### src/rtl/dcache_pkg.sv
// dcache_pkg
// Shared definitions for the direct-mapped data cache controller.
// Contents: FSM state encoding, default geometry and address-split helpers.
package dcache_pkg;

  localparam int LINES   = 16;
  localparam int INDEX_W = $clog2(LINES);
  localparam int TAG_W   = 32 - INDEX_W;

  typedef enum logic [2:0] {
    S_IDLE,
    S_LOOKUP,
    S_WRITEBACK,
    S_ALLOCATE,
    S_FILL
  } state_t;

  // Low address bits select the line.
  function automatic logic [INDEX_W-1:0] idx_f(input logic [31:0] addr);
    return addr[INDEX_W-1:0];
  endfunction

  // Remaining upper bits form the tag.
  function automatic logic [TAG_W-1:0] tag_f(input logic [31:0] addr);
    return addr[31:INDEX_W];
  endfunction

endpackage

### src/rtl/dcache_if.sv
// dcache_if
// Bundles the LSU-side request/response and the DRAM-side handshake.
//   cpu_req/cpu_we/cpu_addr/cpu_wdata : LSU request
//   cpu_ready/cpu_rdata               : completion pulse and load data
//   mem_req/lsu_operator/mem_address/write_data_int : DRAM request
//   mem_ready/dram_data_out           : DRAM accept and registered read data
// Modports: slave = cache controller view, master = LSU/DRAM view.
interface dcache_if #(
  parameter int DATA_W = 11,
  parameter int MEMW_W = 32
);

  logic              cpu_req;
  logic              cpu_we;
  logic [31:0]       cpu_addr;
  logic [DATA_W-1:0] cpu_wdata;
  logic              cpu_ready;
  logic [DATA_W-1:0] cpu_rdata;

  logic              mem_req;
  logic              lsu_operator;
  logic [31:0]       mem_address;
  logic [MEMW_W-1:0] write_data_int;
  logic              mem_ready;
  logic [DATA_W-1:0] dram_data_out;

  modport slave (
    input  cpu_req, cpu_we, cpu_addr, cpu_wdata, mem_ready, dram_data_out,
    output cpu_ready, cpu_rdata, mem_req, lsu_operator, mem_address, write_data_int
  );

  modport master (
    output cpu_req, cpu_we, cpu_addr, cpu_wdata, mem_ready, dram_data_out,
    input  cpu_ready, cpu_rdata, mem_req, lsu_operator, mem_address, write_data_int
  );

endinterface

### src/rtl/dcache_array.sv
// dcache_array
// Line storage: valid, dirty, tag and data per line.
//   clk, rst_n                 : clock, async active-low reset (valid/dirty only)
//   i_rd_idx -> o_valid/o_dirty/o_tag/o_data : combinational read port
//   i_wr_idx, i_*_we, i_valid/i_dirty/i_tag/i_data : synchronous write port
//                                with independent per-field enables
module dcache_array #(
  parameter int LINES  = 16,
  parameter int IDX_W  = $clog2(LINES),
  parameter int TAG_W  = 32 - IDX_W,
  parameter int DATA_W = 11
) (
  input  logic              clk,
  input  logic              rst_n,
  input  logic [IDX_W-1:0]  i_rd_idx,
  output logic              o_valid,
  output logic              o_dirty,
  output logic [TAG_W-1:0]  o_tag,
  output logic [DATA_W-1:0] o_data,
  input  logic [IDX_W-1:0]  i_wr_idx,
  input  logic              i_valid_we,
  input  logic              i_dirty_we,
  input  logic              i_tag_we,
  input  logic              i_data_we,
  input  logic              i_valid,
  input  logic              i_dirty,
  input  logic [TAG_W-1:0]  i_tag,
  input  logic [DATA_W-1:0] i_data
);

  logic [LINES-1:0]  r_valid;
  logic [LINES-1:0]  r_dirty;
  logic [TAG_W-1:0]  r_tag  [LINES];
  logic [DATA_W-1:0] r_data [LINES];

  // Only the status bits need a defined reset value; a line with valid=0
  // never exposes its tag or data.
  always_ff @(posedge clk or negedge rst_n) begin
    if (!rst_n) begin
      r_valid <= '0;
      r_dirty <= '0;
    end else begin
      if (i_valid_we) r_valid[i_wr_idx] <= i_valid;
      if (i_dirty_we) r_dirty[i_wr_idx] <= i_dirty;
    end
  end

  always_ff @(posedge clk) begin
    if (i_tag_we)  r_tag[i_wr_idx]  <= i_tag;
    if (i_data_we) r_data[i_wr_idx] <= i_data;
  end

  assign o_valid = r_valid[i_rd_idx];
  assign o_dirty = r_dirty[i_rd_idx];
  assign o_tag   = r_tag[i_rd_idx];
  assign o_data  = r_data[i_rd_idx];

endmodule

### src/rtl/dcache_controller.sv
// dcache_controller
// Direct-mapped, write-back, write-allocate data cache in front of the DRAM.
//   clk, rst_n          : clock, async active-low reset
//   bus (dcache_if.slave): LSU request/response and DRAM handshake
//   hit_cnt/miss_cnt/wb_cnt : saturating event counters
module dcache_controller #(
  parameter int DATA_W = 11,
  parameter int LINES  = 16,
  parameter int MEMW_W = 32,
  parameter int CNT_W  = 16
) (
  input  logic             clk,
  input  logic             rst_n,
  dcache_if.slave          bus,
  output logic [CNT_W-1:0] hit_cnt,
  output logic [CNT_W-1:0] miss_cnt,
  output logic [CNT_W-1:0] wb_cnt
);

  import dcache_pkg::*;

  localparam int IDX_W = $clog2(LINES);
  localparam int TW    = 32 - IDX_W;
  localparam logic [CNT_W-1:0] CNT_MAX = '1;

  state_t            r_state;
  state_t            w_next;
  logic              r_we;
  logic [31:0]       r_addr;
  logic [DATA_W-1:0] r_wdata;
  logic              r_cpu_ready;
  logic [DATA_W-1:0] r_cpu_rdata;
  logic [CNT_W-1:0]  r_hit;
  logic [CNT_W-1:0]  r_miss;
  logic [CNT_W-1:0]  r_wb;

  logic [IDX_W-1:0]  w_idx;
  logic [TW-1:0]     w_tag;
  logic              w_valid;
  logic              w_dirty;
  logic [TW-1:0]     w_line_tag;
  logic [DATA_W-1:0] w_line_data;
  logic              w_hit;

  logic              w_wr_valid;
  logic              w_wr_dirty;
  logic              w_wr_tag;
  logic              w_wr_data;
  logic              w_valid_in;
  logic              w_dirty_in;
  logic [DATA_W-1:0] w_data_in;
  logic              w_hit_evt;
  logic              w_miss_evt;
  logic              w_wb_evt;

  // All lookups and updates target the line of the latched request.
  assign w_idx = idx_f(r_addr);
  assign w_tag = tag_f(r_addr);
  assign w_hit = w_valid && (w_line_tag == w_tag);

  dcache_array #(
    .LINES (LINES),
    .IDX_W (IDX_W),
    .TAG_W (TW),
    .DATA_W(DATA_W)
  ) u_array (
    .clk       (clk),
    .rst_n     (rst_n),
    .i_rd_idx  (w_idx),
    .o_valid   (w_valid),
    .o_dirty   (w_dirty),
    .o_tag     (w_line_tag),
    .o_data    (w_line_data),
    .i_wr_idx  (w_idx),
    .i_valid_we(w_wr_valid),
    .i_dirty_we(w_wr_dirty),
    .i_tag_we  (w_wr_tag),
    .i_data_we (w_wr_data),
    .i_valid   (w_valid_in),
    .i_dirty   (w_dirty_in),
    .i_tag     (w_tag),
    .i_data    (w_data_in)
  );

  always_ff @(posedge clk or negedge rst_n) begin
    if (!rst_n) r_state <= S_IDLE;
    else        r_state <= w_next;
  end

  // DRAM outputs are a pure decode of the state so they hold steady for as
  // long as the DRAM withholds mem_ready.
  always_comb begin
    w_next             = r_state;
    w_wr_valid         = 1'b0;
    w_wr_dirty         = 1'b0;
    w_wr_tag           = 1'b0;
    w_wr_data          = 1'b0;
    w_valid_in         = 1'b0;
    w_dirty_in         = 1'b0;
    w_data_in          = r_wdata;
    w_hit_evt          = 1'b0;
    w_miss_evt         = 1'b0;
    w_wb_evt           = 1'b0;
    bus.mem_req        = 1'b0;
    bus.lsu_operator   = 1'b0;
    bus.mem_address    = '0;
    bus.write_data_int = '0;
    unique case (r_state)
      S_IDLE: begin
        if (bus.cpu_req) w_next = S_LOOKUP;
      end
      S_LOOKUP: begin
        if (w_hit) begin
          w_hit_evt = 1'b1;
          w_next    = S_IDLE;
          if (r_we) begin
            w_wr_data  = 1'b1;
            w_wr_dirty = 1'b1;
            w_dirty_in = 1'b1;
          end
        end else begin
          w_miss_evt = 1'b1;
          w_next     = (w_valid && w_dirty) ? S_WRITEBACK : S_ALLOCATE;
        end
      end
      S_WRITEBACK: begin
        bus.mem_req        = 1'b1;
        bus.lsu_operator   = 1'b1;
        bus.mem_address    = {w_line_tag, w_idx};
        bus.write_data_int = {{(MEMW_W-DATA_W){1'b0}}, w_line_data};
        if (bus.mem_ready) begin
          w_wr_dirty = 1'b1;
          w_wb_evt   = 1'b1;
          w_next     = S_ALLOCATE;
        end
      end
      S_ALLOCATE: begin
        bus.mem_req     = 1'b1;
        bus.mem_address = r_addr;
        if (bus.mem_ready) w_next = S_FILL;
      end
      S_FILL: begin
        // DRAM read data is registered, so it is valid exactly in this cycle.
        w_wr_valid = 1'b1;
        w_wr_dirty = 1'b1;
        w_wr_tag   = 1'b1;
        w_wr_data  = 1'b1;
        w_valid_in = 1'b1;
        w_data_in  = bus.dram_data_out;
        w_next     = S_LOOKUP;
      end
      default: w_next = S_IDLE;
    endcase
  end

  // Request latch plus the registered completion pulse; cpu_ready rises with
  // the return to IDLE, which allows a back-to-back request in that cycle.
  always_ff @(posedge clk or negedge rst_n) begin
    if (!rst_n) begin
      r_we        <= 1'b0;
      r_addr      <= '0;
      r_wdata     <= '0;
      r_cpu_ready <= 1'b0;
      r_cpu_rdata <= '0;
    end else begin
      r_cpu_ready <= 1'b0;
      if (r_state == S_IDLE && bus.cpu_req) begin
        r_we    <= bus.cpu_we;
        r_addr  <= bus.cpu_addr;
        r_wdata <= bus.cpu_wdata;
      end
      if (r_state == S_LOOKUP && w_hit) begin
        r_cpu_ready <= 1'b1;
        if (!r_we) r_cpu_rdata <= w_line_data;
      end
    end
  end

  // Event counters stick at all-ones instead of wrapping.
  always_ff @(posedge clk or negedge rst_n) begin
    if (!rst_n) begin
      r_hit  <= '0;
      r_miss <= '0;
      r_wb   <= '0;
    end else begin
      if (w_hit_evt  && r_hit  != CNT_MAX) r_hit  <= r_hit  + 1'b1;
      if (w_miss_evt && r_miss != CNT_MAX) r_miss <= r_miss + 1'b1;
      if (w_wb_evt   && r_wb   != CNT_MAX) r_wb   <= r_wb   + 1'b1;
    end
  end

  assign bus.cpu_ready = r_cpu_ready;
  assign bus.cpu_rdata = r_cpu_rdata;
  assign hit_cnt       = r_hit;
  assign miss_cnt      = r_miss;
  assign wb_cnt        = r_wb;

endmodule
### src/flat_wrapper.sv
// flat-port wrapper written by rule: the top's interface ports become plain ports
module dcache_controller_flat import dcache_pkg::*;
#(
  parameter int DATA_W = 11,
  parameter int LINES  = 16,
  parameter int MEMW_W = 32,
  parameter int CNT_W  = 16
)
  (clk, rst_n, hit_cnt, miss_cnt, wb_cnt, bus_cpu_req, bus_cpu_we, bus_cpu_addr, bus_cpu_wdata, bus_mem_ready, bus_dram_data_out, bus_cpu_ready, bus_cpu_rdata, bus_mem_req, bus_lsu_operator, bus_mem_address, bus_write_data_int);
  dcache_if #(.DATA_W(DATA_W), .MEMW_W(MEMW_W)) bus_i ();
  input  logic clk;
  input  logic rst_n;
  output logic [CNT_W-1:0] hit_cnt;
  output logic [CNT_W-1:0] miss_cnt;
  output logic [CNT_W-1:0] wb_cnt;
  input wire logic [$bits(bus_i.cpu_req)-1:0] bus_cpu_req;
  input wire logic [$bits(bus_i.cpu_we)-1:0] bus_cpu_we;
  input wire logic [$bits(bus_i.cpu_addr)-1:0] bus_cpu_addr;
  input wire logic [$bits(bus_i.cpu_wdata)-1:0] bus_cpu_wdata;
  input wire logic [$bits(bus_i.mem_ready)-1:0] bus_mem_ready;
  input wire logic [$bits(bus_i.dram_data_out)-1:0] bus_dram_data_out;
  output wire logic [$bits(bus_i.cpu_ready)-1:0] bus_cpu_ready;
  output wire logic [$bits(bus_i.cpu_rdata)-1:0] bus_cpu_rdata;
  output wire logic [$bits(bus_i.mem_req)-1:0] bus_mem_req;
  output wire logic [$bits(bus_i.lsu_operator)-1:0] bus_lsu_operator;
  output wire logic [$bits(bus_i.mem_address)-1:0] bus_mem_address;
  output wire logic [$bits(bus_i.write_data_int)-1:0] bus_write_data_int;
  assign bus_i.cpu_req = bus_cpu_req;
  assign bus_i.cpu_we = bus_cpu_we;
  assign bus_i.cpu_addr = bus_cpu_addr;
  assign bus_i.cpu_wdata = bus_cpu_wdata;
  assign bus_i.mem_ready = bus_mem_ready;
  assign bus_i.dram_data_out = bus_dram_data_out;
  assign bus_cpu_ready = bus_i.cpu_ready;
  assign bus_cpu_rdata = bus_i.cpu_rdata;
  assign bus_mem_req = bus_i.mem_req;
  assign bus_lsu_operator = bus_i.lsu_operator;
  assign bus_mem_address = bus_i.mem_address;
  assign bus_write_data_int = bus_i.write_data_int;
  dcache_controller #(.DATA_W(DATA_W), .LINES(LINES), .MEMW_W(MEMW_W), .CNT_W(CNT_W)) u_core (.clk(clk), .rst_n(rst_n), .bus(bus_i), .hit_cnt(hit_cnt), .miss_cnt(miss_cnt), .wb_cnt(wb_cnt));
endmodule
### config.mk
export PLATFORM = sky130hd
export DESIGN_NAME = dcache_controller_flat
export DESIGN_NICKNAME = d
export VERILOG_FILES = /design/src/rtl/dcache_pkg.sv /design/src/rtl/dcache_if.sv /design/src/rtl/dcache_array.sv /design/src/rtl/dcache_controller.sv /design/src/flat_wrapper.sv
export SDC_FILE = /design/constraint.sdc
export NUM_CORES = 1
export LEC_CHECK = 0
export CORE_MARGIN = 3
export CORE_UTILIZATION = 40
export CTS_CLUSTER_DIAMETER = 120
export CTS_CLUSTER_SIZE = 8
export DETAILED_ROUTE_END_ITERATION = 16
export GPL_ROUTABILITY_DRIVEN = 1
export GPL_TIMING_DRIVEN = 1
export HOLD_SLACK_MARGIN = 0.03
export MAX_ROUTING_LAYER = met4
export PLACE_DENSITY_LB_ADDON = 0.2
export SLEW_MARGIN = 20
export SYNTH_ARGS = -nofsm -noshare
export SYNTH_HDL_FRONTEND = slang
export SYNTH_SLANG_ARGS = --single-unit
export TNS_END_PERCENT = 30
### constraint.sdc
create_clock -name clk -period 9.6 [get_ports clk]
set_input_delay 0.96 -clock clk [delete_from_list [all_inputs] [get_ports clk]]
set_output_delay 0.96 -clock clk [all_outputs]
set_load 0.05 [all_outputs]
==> metrics, run 1 <==
outcome completed; fin crit share 0.658; startpoint type of the worst setup path register; die area 82200 um^2; Worst-path clk slew 0.05 ns; fmax between 150 and 200 MHz; post_cts resized 0; Wirelength per Cell between 20 and 30 um; final number of setup-violating endpoints 0; Chip Width 287 um; sequential cell area approximately 22000 um^2; Synth Cell Area 31500 um^2; final wirelength 83.9 mm; sequential cell fraction of total power 0.389; HP Class in2async; delay-heaviest family, CP compound AO/OA/AOI/OAI gates; Largest stage delay, worst path 1.05 ns; Worst EP required 9.85 ns; Layout area overhead 18.6%; crit path cell chain buf_4 -> buf_4 -> mux4_2 -> a22oi_1 -> nand2_1 -> xnor2_1 -> o2111ai_1 -> a211oi_1 -> and3_1 -> nand3_4 -> a21oi_1; I/O pin total 185; CTS buffer count ~110; largest net degree at the start of global routing 102; CP max-delay cell a21oi_1; Gate power share 0.330; Sum Neg Setup Slack 0 ns; initial antenna violation count 1; layout cells sized above 1 0.201; gr usage total 0.209; cell-internal power 7.88 mW; Syn. warnings 0; total gr overflow 0; Post-CTS Setup Bufs 0; placed cells between 2k and 3k; Setup CP Type reg2reg; DRC Markers 0; n_diodes 0; Crit path buffers/inverters 2; clk buf depth 3; TritonCTS clock tree yes; PD cells 326 nW/um^2; Post-Layout Cell Count just over 3k; Via-to-Cell Ratio 5.61; Peak VDD IR approximately 0.26 mV; Max-slew headroom 0.259; Clock Latency Late Sink 0.64 ns; clock share of power 0.281; Crit path top cell by count buf_4; CP max FO 46; Slew Limit Fails 0; Chip Height about 290 um; Initial Util 0.406; crit path capture type register; Detail Route Antenna Nets 0; Worst Path Arrival 6.57 ns; number of DRC violations after detailed-routing iteration 0 1846; Mapped Cells roughly 1.8k; leak pwr approximately 13 nW; Sw Share 0.354; Cell Rows approximately 100; Post-CTS Hold Fix Bufs 0; final period demand of the worst path 6.31 ns; Pre-antenna DRT Iters 5; Post-synth EDFFs between 600 and 700; post-synth cell types between 60 and 70; total number of vias 17.5k; Final Hold Fails 0; Avg Cell Area, Syn 17.8 um^2; register area share after synthesis 0.704; clock skew around 0.034 ns; multi-input logic area ~8800 um^2; Max Cap Viol 0; first-pass GRT wire length approximately 120 mm; vias in the first global route 17.8k; dominant synthesized flop cell edfxtp_1; root buffer selected by CTS clkbuf_16; CTS H-tree lvls 3; I/O Buffers 163; Core ar. 77700 um^2; fraction of registers with async set/reset 0.182; RD Place Congestion 0.857; slew at the pin closest to its max-slew limit approximately 1.1 ns; NetSw 4.31 mW; detailed-placement wirelength estimate 49.5 mm; flops & latches, synth 763; RSZ-0062 raised after global routing false; Filler Cell Count 6473; nets around 2.0k; Num Clock Sinks 763
==> power groups by stage <==
stage | logic, mW | registers, mW | clock network [mW]
finish | 4.02 | 4.74 | 3.43
floorplan | 2.82 | 4.58 | 0
global route | 4.27 | 4.81 | 3.65
detailed placement | 4.06 | 4.81 | 0
CTS | 4.07 | 4.75 | 3.50
global placement | 4.04 | 4.78 | 0
==> cells in the mapped netlist, drive strengths merged (9+ instances only) <==
cell	n	share of area
edfxtp	624	0.59
mux4	154	0.11
dfrtp	139	0.11
mux2i	89	0.028
nor2	87	0.010
mux2	84	0.030
buf	68	0.015
nand2	68	0.0081
xnor2	50	0.014
o21ai	47	0.0075
clkbuf	46	0.0055
a21oi	43	0.0068
nand3	34	0.0058
or2	20	0.0040
xor2	19	0.0053
and2	18	0.0036
inv	17	0.0020
nor3	16	0.0025
a22oi	15	0.0036
and3	15	0.0030
a211oi	12	0.0029
a221oi	11	0.0031
nand4	11	0.0027
nand2b	10	0.0020
o22ai	9	0.0018
==> sequential cells by signal (all words and copies together), names as in the netlist, 16 cells and up <==
register	count
u_core.u_array.r_tag	448
u_core.u_array.r_data	176
u_core.r_addr	32
u_core.hit_cnt	16
u_core.miss_cnt	16
u_core.u_array.r_dirty	16
u_core.u_array.r_valid	16
u_core.wb_cnt	16
==> per-layer routing <==
metal,vias to the layer above,GRT usage,part of all wire
met2,694,0.331,0.48
met5,-,-,0
li1,7420,-,-
met3,151,0.0311,0.062
met4,0,0.0593,0.026
met1,9191,0.286,0.43
==> worst paths after layout <==
check                                                 startpoint                                      to  slack, ns  cells after the start
setup / recovery                    u_core.r_addr[1]$_DFFE_PN0P_  u_core.u_array.r_data[11][0]$_DFFE_PP_       3.29                     11
hold / removal                                             rst_n            u_core.wb_cnt[2]$_DFFE_PN0P_       0.42                      1
setup reg to reg                    u_core.r_addr[1]$_DFFE_PN0P_  u_core.u_array.r_data[11][0]$_DFFE_PP_       3.29                     11
hold reg to reg            u_core.u_array.r_valid[6]$_DFFE_PN0P_   u_core.u_array.r_valid[6]$_DFFE_PN0P_       0.46                      1
max in group asynchronous                                  rst_n            u_core.r_addr[0]$_DFFE_PN0P_       7.67                      2
min in group clk           u_core.u_array.r_valid[6]$_DFFE_PN0P_   u_core.u_array.r_valid[6]$_DFFE_PN0P_       0.46                      1
==> layout by cell type (no fill, tap or decap), drive strengths merged, types with 15 or more instances in the layout <==
cell type | Yosys | routed
and3 | 15 | 15
a22oi | 15 | 15
edfxtp | 624 | 624
conb | 1 | 21
dfrtp | 139 | 139
clkdlybuf4s50 | 0 | 162
or2 | 20 | 20
xor2 | 19 | 19
nor2 | 87 | 87
a21oi | 43 | 43
nand3 | 34 | 34
clkbuf | 46 | 188
inv | 17 | 18
xnor2 | 50 | 50
buf | 68 | 37
nor3 | 16 | 16
o21ai | 47 | 47
nand2 | 68 | 68
and2 | 18 | 18
mux2 | 84 | 84
mux4 | 154 | 154
mux2i | 89 | 89
==> final cells by class <==
cell class              count  area share
multi-input cells         900       0.236
repair buffers            199      0.0515
clock inverters             5     0.00211
flip-flops and latches    763       0.594
inverters                  18     0.00181
well taps                1040      0.0348
clock buffers             188      0.0797
==> kinds of logic after synthesis <==
group / synth area share
DFF: 0.704
buffers and inverters: 0.0224
xor gates and xnor gates: 0.0192
and+or+nand+nor: 0.0500
muxes: 0.168
AOI/OAI and AO/OA: 0.0344
adders and majority gates: 0.00119
other: 0.000119
==> stage by stage <==
stage / total power, mW / setup WS, ns / hold WS (ns) / area, um^2 / utilization
6_report: 12.2 / 3.29 / 0.421 / 37400 / 0.481
5_1_grt: 12.7 / 3.01 / 0.456 / 37400 / 0.481
4_1_cts: 12.3 / 3.30 / 0.419 / 37400 / 0.481
3_5_place_dp: 8.87 / 3.30 / 0.452 / 34400 / 0.442
3_3_place_gp: 8.82 / 3.45 / 0.446 / 34300 / 0.442
2_1_floorplan: 7.41 / 5.04 / 0.434 / 31600 / -
==> worst reg2reg max path, delay by kind of cell (launching register included) <==
kind,cells,cell delay (ns)
compound gates,4,1.92
xor+xnor,1,0.26
simple gates,3,1.36
flops,1,0.68
buf+inv,2,1.28
mux,1,0.43
Note: power is estimated with default switching activity, not from simulation.
==> run 2: changes to the inputs <==
- clock period: 9.6 -> 5.4 ns (I/O delays scaled with it)
==> run 2 against run 1 <==
  * Die area stayed put
  * Critical path depth is 5 lower
  * Register-to-register slack worse by 2.5 ns
  * Total power is 79% higher
  * Worst setup slack worse by 3.0 ns
  * Wire length is 1.2% lower
  * Critical endpoint is now bus_write_data_int[7]
  * Utilization is 0.52 points higher
==> metrics, run 2 (synthesis results as in run 1) <==
Via-to-Cell Ratio 5.50; worst setup margin 0.303 ns; Filler Cell Count 6480; first-pass GRT wire length roughly 120 mm; number of DRC violations after detailed-routing iteration 0 1672; HP Class in2async; leak pwr approximately 13 nW; Gate power share 0.335; crit path capture type output port; fin crit share 0.944; Core ar. slightly below 80000 um^2; clock share of power 0.280; Max Cap Viol 0; Cell Rows 102; Final Hold Fails 0; slew at the pin closest to its max-slew limit 1.12 ns; final number of setup-violating endpoints 0; CP max FO 46; max reg flops 448; Area after DPL 34700 um^2; layout cells sized above 1 0.217; Setup WS pre-CTS between 0.7 and 0.8 ns; Worst Path Arrival 4.56 ns; vias in the first global route 17.9k; initial antenna violation count 0; final wirelength 82.9 mm; most common cell after layout, fill and taps aside edfxtp_1; clk buf depth 3; Clock Latency Late Sink 0.66 ns; TritonCTS clock tree yes; I/O Buffers 163; R2R cell count 12; fin area 37800 um^2; Initial Util 0.406; Reg with most FFs u_core.u_array.r_tag; Chip Width 287 um; Setup CP Type reg2out; fmax 196 MHz; met3 usage 0.0310; root buffer selected by CTS clkbuf_16; commonest cells after routing, fill and taps aside edfxtp_1, clkdlybuf4s50_1, mux4_2; detailed-placement wirelength estimate just over 50 mm; RD Place Congestion 0.891; PD cells 577 nW/um^2; CTS buffer count around 110; outcome completed; Layout area overhead 19.9%; largest net degree at the start of global routing 64; Chip Height 287 um; Worst EP required 4.86 ns; Detail Route Antenna Nets 0; met2 GRT Util 0.325; GR peak layer met2; gr usage total 0.209; post_cts resized 0; total number of vias approximately 17k; sequential cell fraction of total power 0.384; final period demand of the worst path 5.10 ns; I/O pin total 185; DRC Markers 0; RSZ-0062 raised after global routing false; die area 82200 um^2; Sum Neg Setup Slack 0 ns; Wirelength per Cell 26.3 um; Worst-path clk slew around 0.05 ns; Max-slew headroom 0.251; Post-Route Utilization 0.487; clock skew 0.0255 ns; Top Registers u_core.u_array.r_tag: 448 flops, u_core.u_array.r_data: 176 flops, u_core.r_addr: 32 flops; met1 GRT Util 0.292; Peak VDD IR 0.527 mV; Num Clock Sinks 763; CTS H-tree lvls 3; total gr overflow 0; startpoint type of the worst setup path register; NetSw 7.73 mW; Sw Share 0.354; cell-internal power 14.1 mW; Slew Limit Fails 0; nets 2092; n_diodes 0; Pre-antenna DRT Iters 5
[run 2: changes by cell type in the layout (fill, tap and decap cells not counted), sizes merged]
cell	previous run	this run
buf	37	79
clkbuf	188	186
clkinv	4	5
dlygate4sd3	0	1
inv	18	19
[run 2: critical path, stage by stage, from the launching register on]
cell and delay [ns]:
dfrtp_4 0.63, buf_4 0.40, buf_4 0.76, mux4_2 0.65, mux4_2 0.53, and2_1 0.18, clkdlybuf4s50_1 0.69
[run 2: timing repair]
| action | 4_1_cts | 5_1_grt |
|---|---|---|
| buffers inserted | 0 | 0 |
| hold buffers | 1 | 0 |
| hold endpoints to repair | 48 | 0 |
| setup endpoints to repair | 0 | 0 |
[run 2: through the flow]
stage | std cells | power (mW) | hold slack [ns]
detailed placement | 2962 | 15.9 | 0.448
finish | 3156 | 21.8 | 0.437
floorplan | 1795 | 13.2 | 0.244
global placement | 2962 | 15.8 | 0.446
CTS | 3156 | 22.1 | 0.408
global route | 3156 | 22.8 | 0.425
[run 2: power groups by stage]
stage | sequential, mW | clock, mW | combinational [mW]
finish | 8.39 | 6.12 | 7.32
global route | 8.50 | 6.52 | 7.81
CTS | 8.40 | 6.28 | 7.42
detailed placement | 8.51 | 0 | 7.38
global placement | 8.45 | 0 | 7.34
floorplan | 8.15 | 0 | 5.02
[run 2: final cells by class]
type	count	area, um^2	area share
multi-input cells	900	8820	0.233
well taps	1040	1300	0.0344
inverters	18	67.6	0.00179
flip-flops and latches	763	22200	0.588
repair buffers	242	2320	0.0612
clock inverters	7	129	0.00341
clock buffers	186	2950	0.0781
[run 2: final timing paths]
| kind | startpoint | endpoint | slack (ns) |
|---|---|---|---|
| max | u_core.r_addr[0]$_DFFE_PN0P_ | bus_write_data_int[7] | 0.30 |
| min | rst_n | u_core.hit_cnt[0]$_DFFE_PN0P_ | 0.44 |
| max reg2reg | u_core.r_addr[0]$_DFFE_PN0P_ | u_core.u_array.r_data[9][1]$_DFFE_PP_ | 0.77 |
| min reg2reg | u_core.u_array.r_valid[6]$_DFFE_PN0P_ | u_core.u_array.r_valid[6]$_DFFE_PN0P_ | 0.47 |
| max in group asynchronous | rst_n | u_core.r_addr[2]$_DFFE_PN0P_ | 3.66 |
| min in group clk | bus_cpu_addr[3] | u_core.r_addr[3]$_DFFE_PN0P_ | 0.45 |
[run 2: metal layers]
metal | vias up | share of wire
li1 | 7516 | -
met1 | 9159 | 0.45
met2 | 573 | 0.48
met3 | 125 | 0.054
met4 | 0 | 0.020
met5 | - | 0
